**src/rtl/tx_scheduler_if.sv**
```systemverilog
// Register-bank / PHY side signals of the PD transmit scheduler.
// master = register bank and PHY model, slave = tx_scheduler.
interface tx_scheduler_if;
    logic [7:0]  ioTRANSMIT;
    logic        TRANSMIT_WR;
    logic        RX_BUSY;
    logic        PHY_ACK;
    logic        PHY_NACK;
    logic [15:0] ALERT_CLR;
    logic        oPHY_REQ;
    logic [2:0]  oPHY_TYPE;
    logic [7:0]  oTRANSMIT;
    logic [15:0] ALERT;
    logic        oBUSY;
    logic [1:0]  oRETRY_CNT;

    modport master (
        output ioTRANSMIT, TRANSMIT_WR, RX_BUSY, PHY_ACK, PHY_NACK, ALERT_CLR,
        input  oPHY_REQ, oPHY_TYPE, oTRANSMIT, ALERT, oBUSY, oRETRY_CNT
    );

    modport slave (
        input  ioTRANSMIT, TRANSMIT_WR, RX_BUSY, PHY_ACK, PHY_NACK, ALERT_CLR,
        output oPHY_REQ, oPHY_TYPE, oTRANSMIT, ALERT, oBUSY, oRETRY_CNT
    );
endinterface

```
**src/rtl/tx_scheduler.sv**
```systemverilog
// TCPC transmit scheduler: TRANSMIT command sequencing, retries, RX arbitration, ALERT reporting.
// Optional macro TX_BIST_EN: accept type 7 as a BIST carrier request.
module tx_scheduler #(
    parameter int ACK_TIMEOUT = 64,
    parameter int RETRY_GAP   = 8
) (
    input  logic          CLK,
    input  logic          reset,
    tx_scheduler_if.slave bus
);
    localparam int TW = $clog2(ACK_TIMEOUT) + 1;
    localparam int GW = $clog2(RETRY_GAP) + 1;
    localparam logic [TW-1:0] TMR_LAST = TW'(ACK_TIMEOUT - 1);
    // The ARB cycle is part of the gap, so GAP itself lasts RETRY_GAP-1 cycles.
    localparam logic [GW-1:0] GAP_LAST = GW'(RETRY_GAP - 2);
    localparam logic [15:0] TX_FAILED    = 16'h0010;
    localparam logic [15:0] TX_DISCARDED = 16'h0020;
    localparam logic [15:0] TX_SUCCESS   = 16'h0040;

    typedef enum logic [2:0] {IDLE, ARB, SEND, GAP, RST_SEND} state_t;

    state_t        state_r;
    logic [TW-1:0] timer_r;
    logic [GW-1:0] gap_r;

    logic [2:0]  wr_type_s;
    logic [2:0]  cur_type_s;
    logic        accept_sop_s;
    logic        is_bist_s;
    logic        hr_abort_s;
    logic        timeout_s;
    logic [15:0] alert_kept_s;

    // Command decode, abort detection and ALERT clear mask.
    always_comb begin
        wr_type_s  = bus.ioTRANSMIT[2:0];
        cur_type_s = bus.oTRANSMIT[2:0];
`ifdef TX_BIST_EN
        accept_sop_s = (wr_type_s <= 3'd2) || (wr_type_s == 3'd7);
        is_bist_s    = (cur_type_s == 3'd7);
`else
        accept_sop_s = (wr_type_s <= 3'd2);
        is_bist_s    = 1'b0;
`endif
        hr_abort_s   = bus.TRANSMIT_WR && (wr_type_s == 3'd5);
        timeout_s    = (timer_r == TMR_LAST) && !is_bist_s;
        alert_kept_s = bus.ALERT & ~bus.ALERT_CLR;
    end

    // Scheduler FSM with registered PHY and ALERT outputs.
    always_ff @(posedge CLK or posedge reset) begin
        if (reset) begin
            state_r        <= IDLE;
            timer_r        <= '0;
            gap_r          <= '0;
            bus.oPHY_REQ   <= 1'b0;
            bus.oPHY_TYPE  <= 3'd0;
            bus.oTRANSMIT  <= 8'd0;
            bus.ALERT      <= 16'd0;
            bus.oBUSY      <= 1'b0;
            bus.oRETRY_CNT <= 2'd0;
        end else begin
            bus.ALERT <= alert_kept_s;
            case (state_r)
                IDLE: begin
                    timer_r <= '0;
                    gap_r   <= '0;
                    if (bus.TRANSMIT_WR && (wr_type_s == 3'd5 || wr_type_s == 3'd6)) begin
                        state_r        <= RST_SEND;
                        bus.oTRANSMIT  <= bus.ioTRANSMIT;
                        bus.oRETRY_CNT <= bus.ioTRANSMIT[5:4];
                        bus.oBUSY      <= 1'b1;
                    end else if (bus.TRANSMIT_WR && accept_sop_s) begin
                        state_r        <= ARB;
                        bus.oTRANSMIT  <= bus.ioTRANSMIT;
                        bus.oRETRY_CNT <= (wr_type_s == 3'd7) ? 2'd0 : bus.ioTRANSMIT[5:4];
                        bus.oBUSY      <= 1'b1;
                    end else if (bus.TRANSMIT_WR) begin
                        bus.ALERT <= alert_kept_s | TX_FAILED;
                    end else begin
                        state_r <= IDLE;
                    end
                end
                ARB, SEND, GAP: begin
                    if (hr_abort_s) begin
                        // Dropping oPHY_REQ here gives the PHY one low cycle before the reset request.
                        state_r        <= RST_SEND;
                        bus.ALERT      <= alert_kept_s | TX_DISCARDED;
                        bus.oTRANSMIT  <= bus.ioTRANSMIT;
                        bus.oRETRY_CNT <= bus.ioTRANSMIT[5:4];
                        bus.oPHY_REQ   <= 1'b0;
                    end else if (state_r == ARB) begin
                        if (bus.RX_BUSY) begin
                            state_r       <= IDLE;
                            bus.ALERT     <= alert_kept_s | TX_DISCARDED;
                            bus.oTRANSMIT <= 8'd0;
                            bus.oBUSY     <= 1'b0;
                        end else begin
                            state_r       <= SEND;
                            timer_r       <= '0;
                            bus.oPHY_REQ  <= 1'b1;
                            bus.oPHY_TYPE <= cur_type_s;
                        end
                    end else if (state_r == GAP) begin
                        if (gap_r >= GAP_LAST) begin
                            state_r <= ARB;
                        end else begin
                            gap_r <= gap_r + 1'b1;
                        end
                    end else if (bus.PHY_ACK || bus.PHY_NACK || timeout_s) begin
                        bus.oPHY_REQ <= 1'b0;
                        if (bus.PHY_ACK || is_bist_s || bus.oRETRY_CNT == 2'd0) begin
                            state_r       <= IDLE;
                            bus.ALERT     <= alert_kept_s |
                                ((bus.PHY_ACK || is_bist_s) ? TX_SUCCESS : TX_FAILED);
                            bus.oPHY_TYPE <= 3'd0;
                            bus.oTRANSMIT <= 8'd0;
                            bus.oBUSY     <= 1'b0;
                        end else begin
                            state_r        <= GAP;
                            gap_r          <= '0;
                            bus.oRETRY_CNT <= bus.oRETRY_CNT - 2'd1;
                        end
                    end else if (timer_r != {TW{1'b1}}) begin
                        timer_r <= timer_r + 1'b1;
                    end else begin
                        timer_r <= timer_r;
                    end
                end
                RST_SEND: begin
                    if (!bus.oPHY_REQ) begin
                        bus.oPHY_REQ  <= 1'b1;
                        bus.oPHY_TYPE <= cur_type_s;
                    end else if (bus.PHY_ACK || bus.PHY_NACK) begin
                        state_r       <= IDLE;
                        bus.ALERT     <= alert_kept_s | TX_SUCCESS | TX_FAILED;
                        bus.oPHY_REQ  <= 1'b0;
                        bus.oPHY_TYPE <= 3'd0;
                        bus.oTRANSMIT <= 8'd0;
                        bus.oBUSY     <= 1'b0;
                    end else begin
                        state_r <= RST_SEND;
                    end
                end
                default: begin
                    state_r       <= IDLE;
                    bus.oPHY_REQ  <= 1'b0;
                    bus.oPHY_TYPE <= 3'd0;
                    bus.oTRANSMIT <= 8'd0;
                    bus.oBUSY     <= 1'b0;
                end
            endcase
        end
    end
endmodule

```
**src/flat_wrapper.sv**
```systemverilog
// flat-port wrapper written by rule: the top's interface ports become plain ports
module tx_scheduler_flat 
#(
    parameter int ACK_TIMEOUT = 64,
    parameter int RETRY_GAP   = 8
)
  (CLK, reset, bus_ioTRANSMIT, bus_TRANSMIT_WR, bus_RX_BUSY, bus_PHY_ACK, bus_PHY_NACK, bus_ALERT_CLR, bus_oPHY_REQ, bus_oPHY_TYPE, bus_oTRANSMIT, bus_ALERT, bus_oBUSY, bus_oRETRY_CNT);
  tx_scheduler_if bus_i ();
  input  logic CLK;
  input  logic reset;
  input wire logic [$bits(bus_i.ioTRANSMIT)-1:0] bus_ioTRANSMIT;
  input wire logic [$bits(bus_i.TRANSMIT_WR)-1:0] bus_TRANSMIT_WR;
  input wire logic [$bits(bus_i.RX_BUSY)-1:0] bus_RX_BUSY;
  input wire logic [$bits(bus_i.PHY_ACK)-1:0] bus_PHY_ACK;
  input wire logic [$bits(bus_i.PHY_NACK)-1:0] bus_PHY_NACK;
  input wire logic [$bits(bus_i.ALERT_CLR)-1:0] bus_ALERT_CLR;
  output wire logic [$bits(bus_i.oPHY_REQ)-1:0] bus_oPHY_REQ;
  output wire logic [$bits(bus_i.oPHY_TYPE)-1:0] bus_oPHY_TYPE;
  output wire logic [$bits(bus_i.oTRANSMIT)-1:0] bus_oTRANSMIT;
  output wire logic [$bits(bus_i.ALERT)-1:0] bus_ALERT;
  output wire logic [$bits(bus_i.oBUSY)-1:0] bus_oBUSY;
  output wire logic [$bits(bus_i.oRETRY_CNT)-1:0] bus_oRETRY_CNT;
  assign bus_i.ioTRANSMIT = bus_ioTRANSMIT;
  assign bus_i.TRANSMIT_WR = bus_TRANSMIT_WR;
  assign bus_i.RX_BUSY = bus_RX_BUSY;
  assign bus_i.PHY_ACK = bus_PHY_ACK;
  assign bus_i.PHY_NACK = bus_PHY_NACK;
  assign bus_i.ALERT_CLR = bus_ALERT_CLR;
  assign bus_oPHY_REQ = bus_i.oPHY_REQ;
  assign bus_oPHY_TYPE = bus_i.oPHY_TYPE;
  assign bus_oTRANSMIT = bus_i.oTRANSMIT;
  assign bus_ALERT = bus_i.ALERT;
  assign bus_oBUSY = bus_i.oBUSY;
  assign bus_oRETRY_CNT = bus_i.oRETRY_CNT;
  tx_scheduler #(.ACK_TIMEOUT(ACK_TIMEOUT), .RETRY_GAP(RETRY_GAP)) u_core (.CLK(CLK), .reset(reset), .bus(bus_i));
endmodule
```
**config.mk**
```make
export PLATFORM = sky130hd
export DESIGN_NAME = tx_scheduler_flat
export DESIGN_NICKNAME = d
export VERILOG_FILES = /design/src/rtl/tx_scheduler_if.sv /design/src/rtl/tx_scheduler.sv /design/src/flat_wrapper.sv
export SDC_FILE = /design/constraint.sdc
export NUM_CORES = 1
export LEC_CHECK = 0
export BUFFER_PORTS_ARGS = -buffer_cell sky130_fd_sc_hd__buf_2
export CORE_AREA = 2 2 92 111
export DETAILED_ROUTE_END_ITERATION = 6
export DIE_AREA = 0 0 94 113
export SETUP_SLACK_MARGIN = 0.1
export SLEW_MARGIN = 10
export SYNTH_ARGS = -nofsm -noshare
export SYNTH_HDL_FRONTEND = slang
export SYNTH_SLANG_ARGS = --single-unit
```
**constraint.sdc**
```tcl
create_clock -name CLK -period 5.3 [get_ports CLK]
set_input_delay 0.53 -clock CLK [delete_from_list [all_inputs] [get_ports CLK]]
set_output_delay 0.53 -clock CLK [all_outputs]
set_load 0.05 [all_outputs]
```
==> metrics, run 1 <==
Die Wd 94 um; post_cts resized 0; hold slack 0.3827 ns; DP Worst Slack 3.162 ns; Clk Latency, worst-skew pair 0.28 ns; most common cell after layout, fill and taps aside buf_2; Synth Cell Area 2335 um^2; Hold Path Depth 2; ANT nets after route 0; layout cells sized above 1 0.2847; iteration-0 DRC count of the detailed router 243; total die area 10620 um^2; Post-Synthesis Cells 231; dominant synthesized flop cell dfrtp_1; Die H 113 um; Setup Buffers After CTS 0; core area 9515 um^2; crit path time final 2.023 ns; Cells after DPL 403; slowest stage cell, crit path dfrtp_1; syn nets 265; Clock Path Buffers 2; most frequent cells in the layout 60 x buf_2, 45 x dfrtp_1, 16 x inv_1; CTS root buf clkbuf_16; Post-synth EDFFs 0; final worst slack 3.277 ns; hold path start bus_ALERT_CLR[2]; global-route wire length before repair 10140 um; end-of-flow core utilization 0.3005; crit path kind reg -> reg; Highest Clock Rate 0.4943 GHz; critical path arrival 2.25 ns; status finished clean; H-tree depth 2; Worst slew margin 0.3680; PortBufs 60; placed inst area 2715 um^2; CTS tree built; Detailed Route WL 6099 um; DR WL/cell 14.84 um; I/O pin total 61; Crit. End Element flop; fin cells 411; maximum number of pins on one net before global-route repair 46; CP peak stage delay 0.75 ns; sequential element share of the synthesized area 0.4823; buffers and inverters on the worst path 0; crit-path max FO 19; CTS buffer count 5; crit share post-route 0.3817; DPL Wire Length 4476 um; total gr overflow 0; # DRC 0; Worst-path clk slew 0.06 ns; Vias/cell 4.903; reg-to-reg endpoint u_core.bus.oTRANSMIT[3]; largest delay contributor family on the critical path compound AO/OA/AOI/OAI gates; slack of the worst reg-to-reg path 3.28 ns; FILL cells 1006; Min-Delay Endpoint u_core.bus.ALERT[2]; via count of the first global-routing pass 1997; Worst Tran Pin Value 0.9466 ns; setup violators final 0; Hold Path Class in -> reg; CTS Sinks 45; Cell variety after synth 62; placer's final routability congestion estimate 0.8571; Tot Pwr 1.479 mW; CP Cell Sequence or2_1 > nand2_1 > a21oi_1 > a22o_1; Post-Layout Inst Area 2859 um^2; clk_skew 0.003885 ns; RSZ-0062 raised after global routing no; depth of the worst register-to-register path 4; Final #Nets 321; initial core utilization 0.2454; Rows 39; Worst EP required 5.52 ns; # Max-Cap Violations 0; area grow syn2layout 22.45%; Max Slew Vio Count 0; drt pass-1 iters 4; PwrDens 517.1 nW/um^2; vias 2015; synth warn 0; CP startpoint kind flop; asr flop ratio synth 1.000; initial antenna violation count 0; Syn Area/Cell 10.11 um^2; Yosys reg bits 45; cts hold-fix bufs 0; setup TNS 0 ns; Antenna diodes 0; GRT Total Usage 0.1187; leak pwr 1.379 nW; Reg-to-Reg Start u_core.state_r[0]; VDD IR-drop max 0.2697 mV; Fin. Hold Viols 0
flip-flops by register name (all words and copies together), names as in the netlist:
register               flops
u_core.bus.oPHY_REQ        1
u_core.bus.oPHY_TYPE       3
u_core.bus.oBUSY           1
u_core.bus.oRETRY_CNT      2
u_core.state_r             3
u_core.bus.oTRANSMIT       8
u_core.bus.ALERT          16
u_core.timer_r             7
u_core.gap_r               4
power breakdown:
| group | internal (mW) | switching (mW) | total (mW) | leakage (nW) |
|---|---|---|---|---|
| clock | 0.175 | 0.131 | 0.306 | 0.0631 |
| combinational | 0.197 | 0.473 | 0.670 | 0.706 |
| sequential | 0.413 | 0.0895 | 0.503 | 0.610 |
layout make-up:
type,count,area [um^2],area share
Sequential cell,45,1126,0.3939
Multi-Input combinational cell,157,1067,0.3733
Timing Repair Buffer,60,300.3,0.1050
Tap cell,123,153.9,0.05383
Clock buffer,6,128.9,0.04508
Inverter,18,67.56,0.02363
Clock inverter,2,15.01,0.005252
cells by family after synthesis:
group                      share of synthesized area
buffers and inverters                        0.06055
DFF                                           0.4823
adders and majority gates                    0.02144
muxes                                        0.01715
AOI/OAI and AO/OA                             0.2556
and+or+nand+nor                               0.1629
routing by layer:
layer  vias to the layer above  part of all wire  global-route usage
li1                        952                 -                   -
met1                       984              0.45              0.1672
met2                        73              0.48              0.1790
met3                         6             0.056             0.02863
met4                         0            0.0087             0.03865
met5                         -                 0                   0
worst max path at each step:
| stage | startpoint | end | slack, ns | cells past startpoint |
|---|---|---|---|---|
| final | u_core.state_r[0] | u_core.bus.oTRANSMIT[3] | 3.28 | 4 |
| after global routing | u_core.state_r[2] | u_core.bus.oTRANSMIT[1] | 3.15 | 5 |
| after CTS | u_core.state_r[0] | u_core.bus.oTRANSMIT[6] | 3.29 | 4 |
| after detailed placement | bus_ioTRANSMIT[2] | u_core.bus.oTRANSMIT[5] | 3.16 | 6 |
| after global placement | bus_ioTRANSMIT[2] | u_core.bus.oTRANSMIT[0] | 3.23 | 6 |
| after floorplan | u_core.bus.oRETRY_CNT[0] | u_core.bus.oTRANSMIT[0] | 3.36 | 7 |
Yosys cell counts, types with 5 or more instances:
| cell | n | area share |
|---|---|---|
| inv_1 | 17 | 0.027 |
| nor2_1 | 13 | 0.021 |
| o21ai_0 | 15 | 0.032 |
| dfrtp_1 | 45 | 0.48 |
| a21oi_1 | 11 | 0.024 |
| a31oi_1 | 5 | 0.013 |
| nand2_1 | 15 | 0.024 |
| nor2b_1 | 14 | 0.038 |
| nand2b_1 | 6 | 0.016 |
| nor3_1 | 5 | 0.011 |
| a22o_1 | 6 | 0.023 |
| buf_2 | 5 | 0.011 |
(Power assumes the default switching activity.)
==> run 2: changes to the inputs <==
ABC_AREA = 1   (was default)
CORE_AREA = 2 2 94 114   (was 2 2 92 111)
DIE_AREA = 0 0 96 116   (was 0 0 94 113)
clock period = 2 ns   (was 5.3 ns; I/O delays follow)
==> run 2 against run 1 <==
  * Clock power rose to 2.6 times the previous value
  * Critical endpoint is now u_core.gap_r[0]
  * Combinational power rose to 2.7 times the previous value
  * Sequential power up 140%
  * Register-to-register slack worse by 3.0 ns
  * Clock skew up 0.00052 ns
  * First-iteration DRC count down 50%
  * Power rose to 2.6 times the previous value
  * Sequential cell count unchanged
  * Synthesized cell count up 47%
  * Sequential share of layout area down 3.0 points
==> metrics, run 2 <==
crit share post-route 0.8581; hold slack 0.06160 ns; Worst slew margin 0.6560; Vias/cell 4.363; Die H 116 um; total gr overflow 0; Fin. Hold Viols 0; most frequent cells in the layout 104 x nand2_1, 60 x buf_2, 49 x inv_1; # DRC 0; RSZ-0062 raised after global routing no; initial antenna violation count 0; Post-Synthesis Cells 340; crit path kind reg -> reg; # Max-Cap Violations 0; syn nets 374; clk_skew 0.004408 ns; Worst-path clk slew 0.06 ns; GRT Total Usage 0.1130; area grow syn2layout 25.98%; Yosys reg bits 45; Highest Clock Rate 0.5827 GHz; list of most frequent post-synthesis cells 104 x nand2_1, 50 x inv_1, 48 x nor2_1; largest delay contributor family on the critical path simple AND/OR/NAND/NOR gates; synth top area cells dfrtp_1 46%, nand2_1 16%, inv_1 7.6%; global-route wire length before repair 10090 um; CTS root buf clkbuf_16; most frequent cell after synthesis nand2_1; Die Wd 96 um; drt pass-1 iters 4; synth warn 0; share of the synthesized area in the top cell type 0.4585; vias 2343; iteration-0 DRC count of the detailed router 122; maximum number of pins on one net before global-route repair 25; post-synth top area cell dfrtp_1; layout cells sized above 1 0.2190; Seq pwr share 0.316; Worst Tran Pin Value 0.5152 ns; slowest stage cell, crit path dfrtp_1; PwrDens 1247 nW/um^2; Final #Nets 444; Syn Area/Cell 7.224 um^2; Antenna diodes 0; via count of the first global-routing pass 2226; leak pwr 1.728 nW; Int Power 2.000 mW; Cell variety after synth 21; CP startpoint kind flop; asr flop ratio synth 1.000; Synth Cell Area 2456 um^2; DPL Wire Length 4796 um; Switch Pwr 1.859 mW; status finished clean; footprint of the multi-input gates 1142 um^2; Max Slew Vio Count 0; placer's final routability congestion estimate 0.8877; crit-path max FO 8; Crit. End Element flop; DR WL/cell 11.51 um; max reg flops 16; Clk Latency, worst-skew pair 0.28 ns; most common cell after layout, fill and taps aside nand2_1; dominant synthesized flop cell dfrtp_1; sequential cell area 1126 um^2; Largest Register u_core.bus.ALERT; buffers and inverters on the worst path 0; PortBufs 60; Clock Path Buffers 2; crit path time final 1.716 ns; H-tree depth 2; Largest regs u_core.bus.ALERT: 16 flops, u_core.bus.oTRANSMIT: 8 flops, u_core.timer_r: 7 flops; critical path arrival 1.89 ns; Worst EP required 2.17 ns; Logic pwr share 0.476; CP peak stage delay 0.43 ns; CTS buffer count 5; switching part of the total 0.4818; clock power share 0.208; Post-synth EDFFs 0; Hold Path Class in -> reg; total die area 11140 um^2; CP most frequent cell nand2_2; CTS Sinks 45; I/O pin total 61; sequential element share of the synthesized area 0.4585; core area 9960 um^2; ANT nets after route 0; CP Cell Sequence nor2_1 > nor2_2 > nand2_2 > nand2_2 > nand2_2 > nor2_4 > nand2_2 > nand2_1 > nand2_1; setup violators final 0; initial core utilization 0.2466; setup TNS 0 ns; Detailed Route WL 6179 um; CTS tree built; Rows 40; FILL cells 1084; VDD IR-drop max 0.6682 mV
## run 2: cell types whose count changed after synthesis, moves of 14 or more
cell | previous run | this run
nand2_1 | 15 | 104
nor2_1 | 13 | 48
inv_1 | 17 | 50
nand3_1 | 4 | 31
nor2b_1 | 14 | 0
## run 2: per-layer routing
layer,track usage,part of all wire,up-vias
met4,0.02571,0.0081,0
met2,0.1921,0.48,65
met3,0.02536,0.056,6
met1,0.1455,0.46,1060
met5,0,0,-
li1,-,-,1212
## run 2: cell families after synthesis
group                    Yosys count  synth area share
adder cells (fa/ha/maj)            4           0.02038
AND/OR/NAND/NOR                  212            0.3805
flip-flops                        45            0.4585
AO/OA/AOI/OAI                     25           0.05400
buffers and inverters             52           0.07947
XOR/XNOR                           2          0.007133
## run 2: what timing repair did
| item | 4_1_cts | 5_1_grt |
|---|---|---|
| hold endpoints to repair | 21 | 0 |
| resized for setup | 0 | 2 |
| setup endpoints to repair | 0 | 5 |
| hold buffers | 1 | 0 |
| setup buffers | 0 | 0 |
## run 2: layout make-up
cell class,count,area share
inverter,52,0.06308
clock inverter,3,0.005661
sequential,45,0.3639
tap,126,0.05095
clock buffer,5,0.04044
timing repair buffer,62,0.1068
multi-input combinational,244,0.3692
## run 2: stage by stage
stage / std cells / power, mW / area, um^2 / worst slack, ns / util
after floorplan: 340 / 2.611 / 2456 / 0.2658 / -
after global placement: 527 / 3.045 / 2934 / 0.3542 / 0.2946
after detailed placement: 527 / 3.070 / 2934 / 0.3214 / 0.2946
after CTS: 536 / 3.895 / 3087 / 0.3004 / 0.3099
after global routing: 537 / 4.154 / 3094 / 0.1402 / 0.3107
final: 537 / 3.858 / 3094 / 0.2839 / 0.3107
## run 2: power by group through the flow
stage / logic (mW) / registers [mW] / clock network (mW)
final: 1.84 / 1.22 / 0.803
after global routing: 2.03 / 1.25 / 0.877
after CTS: 1.84 / 1.22 / 0.834
after detailed placement: 1.83 / 1.24 / 0
after global placement: 1.81 / 1.24 / 0
after floorplan: 0.852 / 1.76 / 0
## run 2: worst paths after layout
path / cells after the start / slack [ns] / endpoint / start
worst max-delay path: 9 / 0.28 / u_core.gap_r[0] / u_core.state_r[1]
worst min-delay path: 2 / 0.06 / u_core.bus.ALERT[10] / bus_ALERT_CLR[10]
worst max register to register: 9 / 0.28 / u_core.gap_r[0] / u_core.state_r[1]
worst min register to register: 2 / 0.47 / u_core.bus.oTRANSMIT[3] / u_core.bus.oTRANSMIT[3]
max in group asynchronous: 4 / 0.99 / u_core.bus.oPHY_TYPE[1] / reset
min in group asynchronous: 3 / 0.51 / u_core.bus.oTRANSMIT[7] / reset
